`src/rtl/tlb_fa.sv`:
```
// Fully-associative translation buffer: VPN->PPN lookup with miss/fill handshake,
// dirty tracking, round-robin replacement, eviction notice, flush and hit/miss counters.
//
//   state  | meaning
//   IDLE   | ready for a request; req_ready=1
//   LOOKUP | latched VPN compared against all valid entries
//   MISS   | miss_valid held, waiting for fill_valid from the walker
module tlb_fa #(
    parameter int VA_W    = 16,
    parameter int PA_W    = 16,
    parameter int OFF_W   = 8,
    parameter int ENTRIES = 8,
    parameter int CNT_W   = 16
) (
    input  logic                  Clock,
    input  logic                  Resetn,
    input  logic                  req_valid,
    input  logic [VA_W-1:0]       req_vaddr,
    input  logic                  req_write,
    output logic                  req_ready,
    output logic                  resp_valid,
    output logic [PA_W-1:0]       resp_paddr,
    output logic                  resp_hit,
    output logic                  resp_fault,
    output logic                  miss_valid,
    output logic [VA_W-OFF_W-1:0] miss_vpn,
    input  logic                  fill_valid,
    input  logic [PA_W-OFF_W-1:0] fill_ppn,
    input  logic                  fill_fault,
    output logic                  evict_valid,
    output logic [VA_W-OFF_W-1:0] evict_vpn,
    output logic                  evict_dirty,
    input  logic                  flush,
    output logic [CNT_W-1:0]      hit_count,
    output logic [CNT_W-1:0]      miss_count
);

    localparam int VPN_W = VA_W - OFF_W;
    localparam int PPN_W = PA_W - OFF_W;
    localparam int IDX_W = $clog2(ENTRIES);

    typedef enum logic [1:0] {IDLE, LOOKUP, MISS} state_t;

    state_t             state, state_nxt;
    logic [VPN_W-1:0]   tag_vpn [ENTRIES];
    logic [PPN_W-1:0]   tag_ppn [ENTRIES];
    logic [ENTRIES-1:0] ent_valid, ent_dirty;
    logic [IDX_W-1:0]   rr_ptr;
    logic [VA_W-1:0]    vaddr_q;
    logic               write_q;

    logic               hit_any, free_any, install;
    logic [IDX_W-1:0]   hit_idx, free_idx, victim_idx;
    logic [ENTRIES-1:0] victim_mask;
    logic [VPN_W-1:0]   lk_vpn;
    logic [OFF_W-1:0]   lk_off;

    assign lk_vpn    = vaddr_q[VA_W-1:OFF_W];
    assign lk_off    = vaddr_q[OFF_W-1:0];
    assign req_ready = (state == IDLE);

    // Descending scans so the lowest matching / free index is the one left standing.
    always_comb begin
        hit_any  = 1'b0;
        hit_idx  = '0;
        free_any = 1'b0;
        free_idx = '0;
        for (int i = ENTRIES - 1; i >= 0; i--) begin
            if (ent_valid[i] && (tag_vpn[i] == lk_vpn)) begin
                hit_any = 1'b1;
                hit_idx = IDX_W'(i);
            end
            if (!ent_valid[i]) begin
                free_any = 1'b1;
                free_idx = IDX_W'(i);
            end
        end
    end

    assign victim_idx  = free_any ? free_idx : rr_ptr;
    assign victim_mask = ENTRIES'(1) << victim_idx;
    assign install     = (state == MISS) && fill_valid && !fill_fault;

    always_comb begin
        state_nxt = state;
        case (state)
            IDLE:    if (req_valid) state_nxt = LOOKUP;
            LOOKUP:  state_nxt = hit_any ? IDLE : MISS;
            MISS:    if (fill_valid) state_nxt = IDLE;
            default: state_nxt = IDLE;
        endcase
    end

    always_ff @(posedge Clock or negedge Resetn) begin
        if (!Resetn) state <= IDLE;
        else         state <= state_nxt;
    end

    always_ff @(posedge Clock or negedge Resetn) begin
        if (!Resetn) begin
            for (int i = 0; i < ENTRIES; i++) begin
                tag_vpn[i] <= '0;
                tag_ppn[i] <= '0;
            end
            ent_valid   <= '0;
            ent_dirty   <= '0;
            rr_ptr      <= '0;
            vaddr_q     <= '0;
            write_q     <= 1'b0;
            resp_valid  <= 1'b0;
            resp_paddr  <= '0;
            resp_hit    <= 1'b0;
            resp_fault  <= 1'b0;
            miss_valid  <= 1'b0;
            miss_vpn    <= '0;
            evict_valid <= 1'b0;
            evict_vpn   <= '0;
            evict_dirty <= 1'b0;
            hit_count   <= '0;
            miss_count  <= '0;
        end else begin
            resp_valid  <= 1'b0;
            evict_valid <= 1'b0;
            case (state)
                IDLE: begin
                    if (req_valid) begin
                        vaddr_q <= req_vaddr;
                        write_q <= req_write;
                    end
                end
                LOOKUP: begin
                    if (hit_any) begin
                        resp_valid <= 1'b1;
                        resp_hit   <= 1'b1;
                        resp_fault <= 1'b0;
                        resp_paddr <= {tag_ppn[hit_idx], lk_off};
                        if (write_q) ent_dirty[hit_idx] <= 1'b1;
                        if (hit_count != {CNT_W{1'b1}}) hit_count <= hit_count + CNT_W'(1);
                    end else begin
                        miss_valid <= 1'b1;
                        miss_vpn   <= lk_vpn;
                        if (miss_count != {CNT_W{1'b1}}) miss_count <= miss_count + CNT_W'(1);
                    end
                end
                MISS: begin
                    if (fill_valid) begin
                        miss_valid <= 1'b0;
                        resp_valid <= 1'b1;
                        resp_hit   <= 1'b0;
                        resp_fault <= fill_fault;
                        resp_paddr <= fill_fault ? '0 : {fill_ppn, lk_off};
                        if (!fill_fault) begin
                            tag_vpn[victim_idx]   <= lk_vpn;
                            tag_ppn[victim_idx]   <= fill_ppn;
                            ent_valid[victim_idx] <= 1'b1;
                            ent_dirty[victim_idx] <= write_q;
                            if (!free_any) begin
                                evict_valid <= 1'b1;
                                evict_vpn   <= tag_vpn[victim_idx];
                                evict_dirty <= ent_dirty[victim_idx];
                                rr_ptr      <= rr_ptr + IDX_W'(1);
                            end
                        end
                    end
                end
                default: ;
            endcase
            // Flush overrides table updates above; a coincident install is the only survivor.
            if (flush) begin
                ent_valid   <= install ? victim_mask : '0;
                ent_dirty   <= (install && write_q) ? victim_mask : '0;
                rr_ptr      <= '0;
                evict_valid <= 1'b0;
            end
        end
    end

endmodule

```
`config.mk`:
```
export PLATFORM = sky130hd
export DESIGN_NAME = tlb_fa
export DESIGN_NICKNAME = d
export VERILOG_FILES = /design/src/rtl/tlb_fa.sv
export SDC_FILE = /design/constraint.sdc
export NUM_CORES = 1
export LEC_CHECK = 0
export CAP_MARGIN = 10
export CORE_ASPECT_RATIO = 2
export CORE_MARGIN = 2
export CORE_UTILIZATION = 40
export DETAILED_ROUTE_END_ITERATION = 8
export GPL_ROUTABILITY_DRIVEN = 0
export PLACE_DENSITY = 0.7
export SETUP_SLACK_MARGIN = 0.2
export SYNTH_ARGS = -nofsm -noshare
export SYNTH_HDL_FRONTEND = slang
export SYNTH_SLANG_ARGS = --single-unit
```
`constraint.sdc`:
```
create_clock -name Clock -period 3.2 [get_ports Clock]
set_input_delay 0.96 -clock Clock [delete_from_list [all_inputs] [get_ports Clock]]
set_output_delay 0.96 -clock Clock [all_outputs]
set_load 0.03 [all_outputs]
```
==> out/results.txt <==
H-tree Lvls -> 1
Setup TNS -> 0 ps
Dominant synthesized flop cell -> dfrtp_1
Slew HR -> 51.6%
Initial core utilization -> 40.5%
Yosys warnings -> 0
Synth async-reset ratio -> 100%
First-pass DRT Iterations -> 6
CTS buffer count -> 22
Final WL -> 34500 microns
Number of synthesized flops with an enable pin -> 0
Maxcap violations -> 0
Area of the mapped netlist -> 0.0116 sq mm
Pwr/cell area -> 724 mW/mm^2
Netlist cell types -> 68
Antenna cells -> 0
Clk slew on worst S/H paths -> 70 ps
DR iter-0 viols -> 476
Worst setup margin -> 203 ps
Total GRT Usage -> 22.4%
Layout fillers -> 2541
Arrival @ worst endpoint -> 3390 ps
Synth Instances -> 1064
Number of cells on the worst reg-to-reg path -> 9
Gr ovfl total -> 0
Die Area -> 0.0306 sq mm
Post-DP HPWL -> 25700 microns
Dpl ws -> 17.7 ps
Max FO, Critical Path -> 12
CP Cell Sequence -> xnor2_1, nand4_1, nor4_4, a21oi_1, or4_4, nand2_2, mux2_2, a211oi_1, a311oi_1
Post-synthesis register bit count -> 236
Final Critical Period -> 3000 ps
Vias in the first global route -> 9635
Post-Place Cells -> 1536
Later-pin clock latency in the skew report -> 540 ps
Pin count of the biggest net entering global routing -> 74
VDD IR-drop max -> 0.467 mV
Final worst path period share -> 93.7%
Hold crit path type -> in2async
Io pins -> 102
CTS tree -> done
Via density per instance -> 5.74
Post-synthesis net count -> 1101
Reg2reg end -> resp_paddr[11]
WL per Instance -> 21.7 microns
Syn Area/Cell -> 10.9 sq um
Final core occ -> 50.2%
Max Transition Viols Final -> 0
Cell Count, Final, Fillers Out -> 1591
Layout cells sized above 1 -> 25.8%
Crit path kind -> reg2reg
Worst Hold Slack -> 353 ps
Global-route wire length before repair -> 53300 microns
Reg2reg setup slack -> 200 ps
RSZ-0062 raised after global routing -> yes
Static leakage -> 6.42 nW
Worst slew pin tran -> 724 ps
Worst Setup EP -> resp_paddr[11]
Hold buffer count at CTS -> 0
Critical Path Start Type -> flop
Clock Path Buffers -> 3
Core box area -> 0.0287 sq mm
Status -> finished, final reports clean
Clk sink count -> 236
Layout area overhead -> 23.8%
Final hold vios -> 0
Critical path origin -> vaddr_q[9]
Num rows -> 88
Total number of vias -> 9125
CTS root buf -> clkbuf_16
Max Freq -> 334 MHz
Die Wd -> 125 microns
Final setup viols -> 0
Routed Antenna Nets -> 0
Crit path largest cell delay -> 510 ps
Slowest stage cell, crit path -> dfrtp_2
Worst clock skew -> 22.4 ps
CP endpoint kind -> flop
DRC -> 0
Initial antenna violation count -> 0
CP required -> 3590 ps
Fin nets -> 1252
R2r startpoint -> vaddr_q[9]
PortBufs -> 101
Die height -> 245 microns
Register area share after synthesis -> 50.7%
==> placed cells by master (no fill, tap or decap), drive strengths merged, types with 15 or more instances in the layout <==
cell,count
dfrtp,236
nand2,184
mux2,151
clkdlybuf4s50,99
buf,89
xnor2,87
a21oi,44
o21ai,40
nand3,37
clkbuf,31
nor2,28
nand4,23
and3,20
nor3,15
==> worst min path at each step <==
stage / to / cells past startpoint / start
finish: miss_count[10] / 1 / Resetn
global route: miss_count[3] / 1 / Resetn
CTS: miss_count[10] / 1 / Resetn
detailed placement: resp_hit / 2 / resp_hit
floorplan: tag_ppn[18] / 2 / tag_ppn[18]
global placement: tag_ppn[50] / 2 / tag_ppn[50]
==> registers in the layout, indices dropped and copies added, names as in the netlist <==
name         cells
miss_vpn         8
state            2
miss_valid       1
vaddr_q         16
write_q          1
rr_ptr           3
resp_fault       1
ent_dirty        8
tag_ppn         64
evict_valid      1
hit_count       16
resp_paddr      16
ent_valid        8
tag_vpn         64
evict_dirty      1
resp_valid       1
miss_count      16
resp_hit         1
evict_vpn        8
==> cell type report <==
cell class,instances,area (sq um),share of cell area [%]
clock inverter,9,113,0.781
tap,360,450,3.13
timing repair buffer,189,1820,12.6
clock buffer,31,594,4.12
sequential,236,5910,41.0
inverter,12,45.0,0.313
multi-input combinational,754,5480,38.0
==> where the power goes <==
part,total [mW],leakage [nW],switching [mW],internal (mW)
registers,4.00,3.16,0.509,3.49
logic,3.78,2.91,2.13,1.65
clock network,2.65,0.343,1.18,1.47
total,10.4,6.42,3.82,6.61
==> critical path: cells and delay by family, from the launching register on <==
family / cells / cell delay (ps)
and+or+nand+nor: 4 / 1270
DFF: 1 / 510
AOI/OAI and AO/OA: 3 / 490
muxes: 1 / 350
xor gates and xnor gates: 1 / 210
==> stage by stage <==
step | total power, mW | cell area [sq um]
floorplan | 6.22 | 11600
global placement | 7.53 | 13500
detailed placement | 7.61 | 13500
CTS | 10.3 | 14200
global route | 10.9 | 14400
finish | 10.4 | 14400
==> synth_stat cells, drive strengths merged (4+ instances only) <==
master    n  share of area [%]
dfrtp   236                 51
nand4    23                1.3
a21oi    44                1.9
and3     20                1.1
o22ai     4               0.21
xnor2    87                6.5
o31ai     6               0.55
nor2b     6               0.32
a311oi    9               0.73
a21o      4               0.26
nand3    37                1.7
nand2   183                5.9
nor2     28               0.99
a31oi    14               0.75
o21ai    40                1.8
a211o     4               0.30
ha        6               0.64
xor2      8               0.67
buf      34                1.9
mux2    151                 15
clkbuf   29               0.93
nor4      6               0.61
and4      6               0.47
inv      12               0.39
a222oi   12                1.0
nand2b    5               0.27
nor3     15               0.88
==> cells by family (layout without fill, tap and decap cells) <==
logic type / Yosys count / count (layout) / synth area share, %
multiplexers: 153 / 153 / 14.8
XOR/XNOR: 95 / 95 / 7.21
AND/OR/NAND/NOR: 340 / 341 / 14.2
AO/OA/AOI/OAI: 159 / 159 / 9.22
flip-flops: 236 / 236 / 50.7
buffers and inverters: 75 / 241 / 3.23
adder cells (fa/ha/maj): 6 / 6 / 0.645
==> layer usage <==
metal  wire, microns  global-route usage (%)  vias up
met5               0                       0        -
met4            3190                    19.6        0
met3            1430                    3.13      166
met2           19000                    42.3      335
met1           11000                    20.5     4567
li1                -                       -     4057
==> repair_timing <==
action | 4_1_cts | 5_1_grt
buffers inserted | 0 | 14
gates cloned | 0 | 1
gates resized for setup | 9 | 19
pin swaps | 1 | 10
endpoints found under the setup margin | 29 | 27
(Power assumes the default switching activity.)
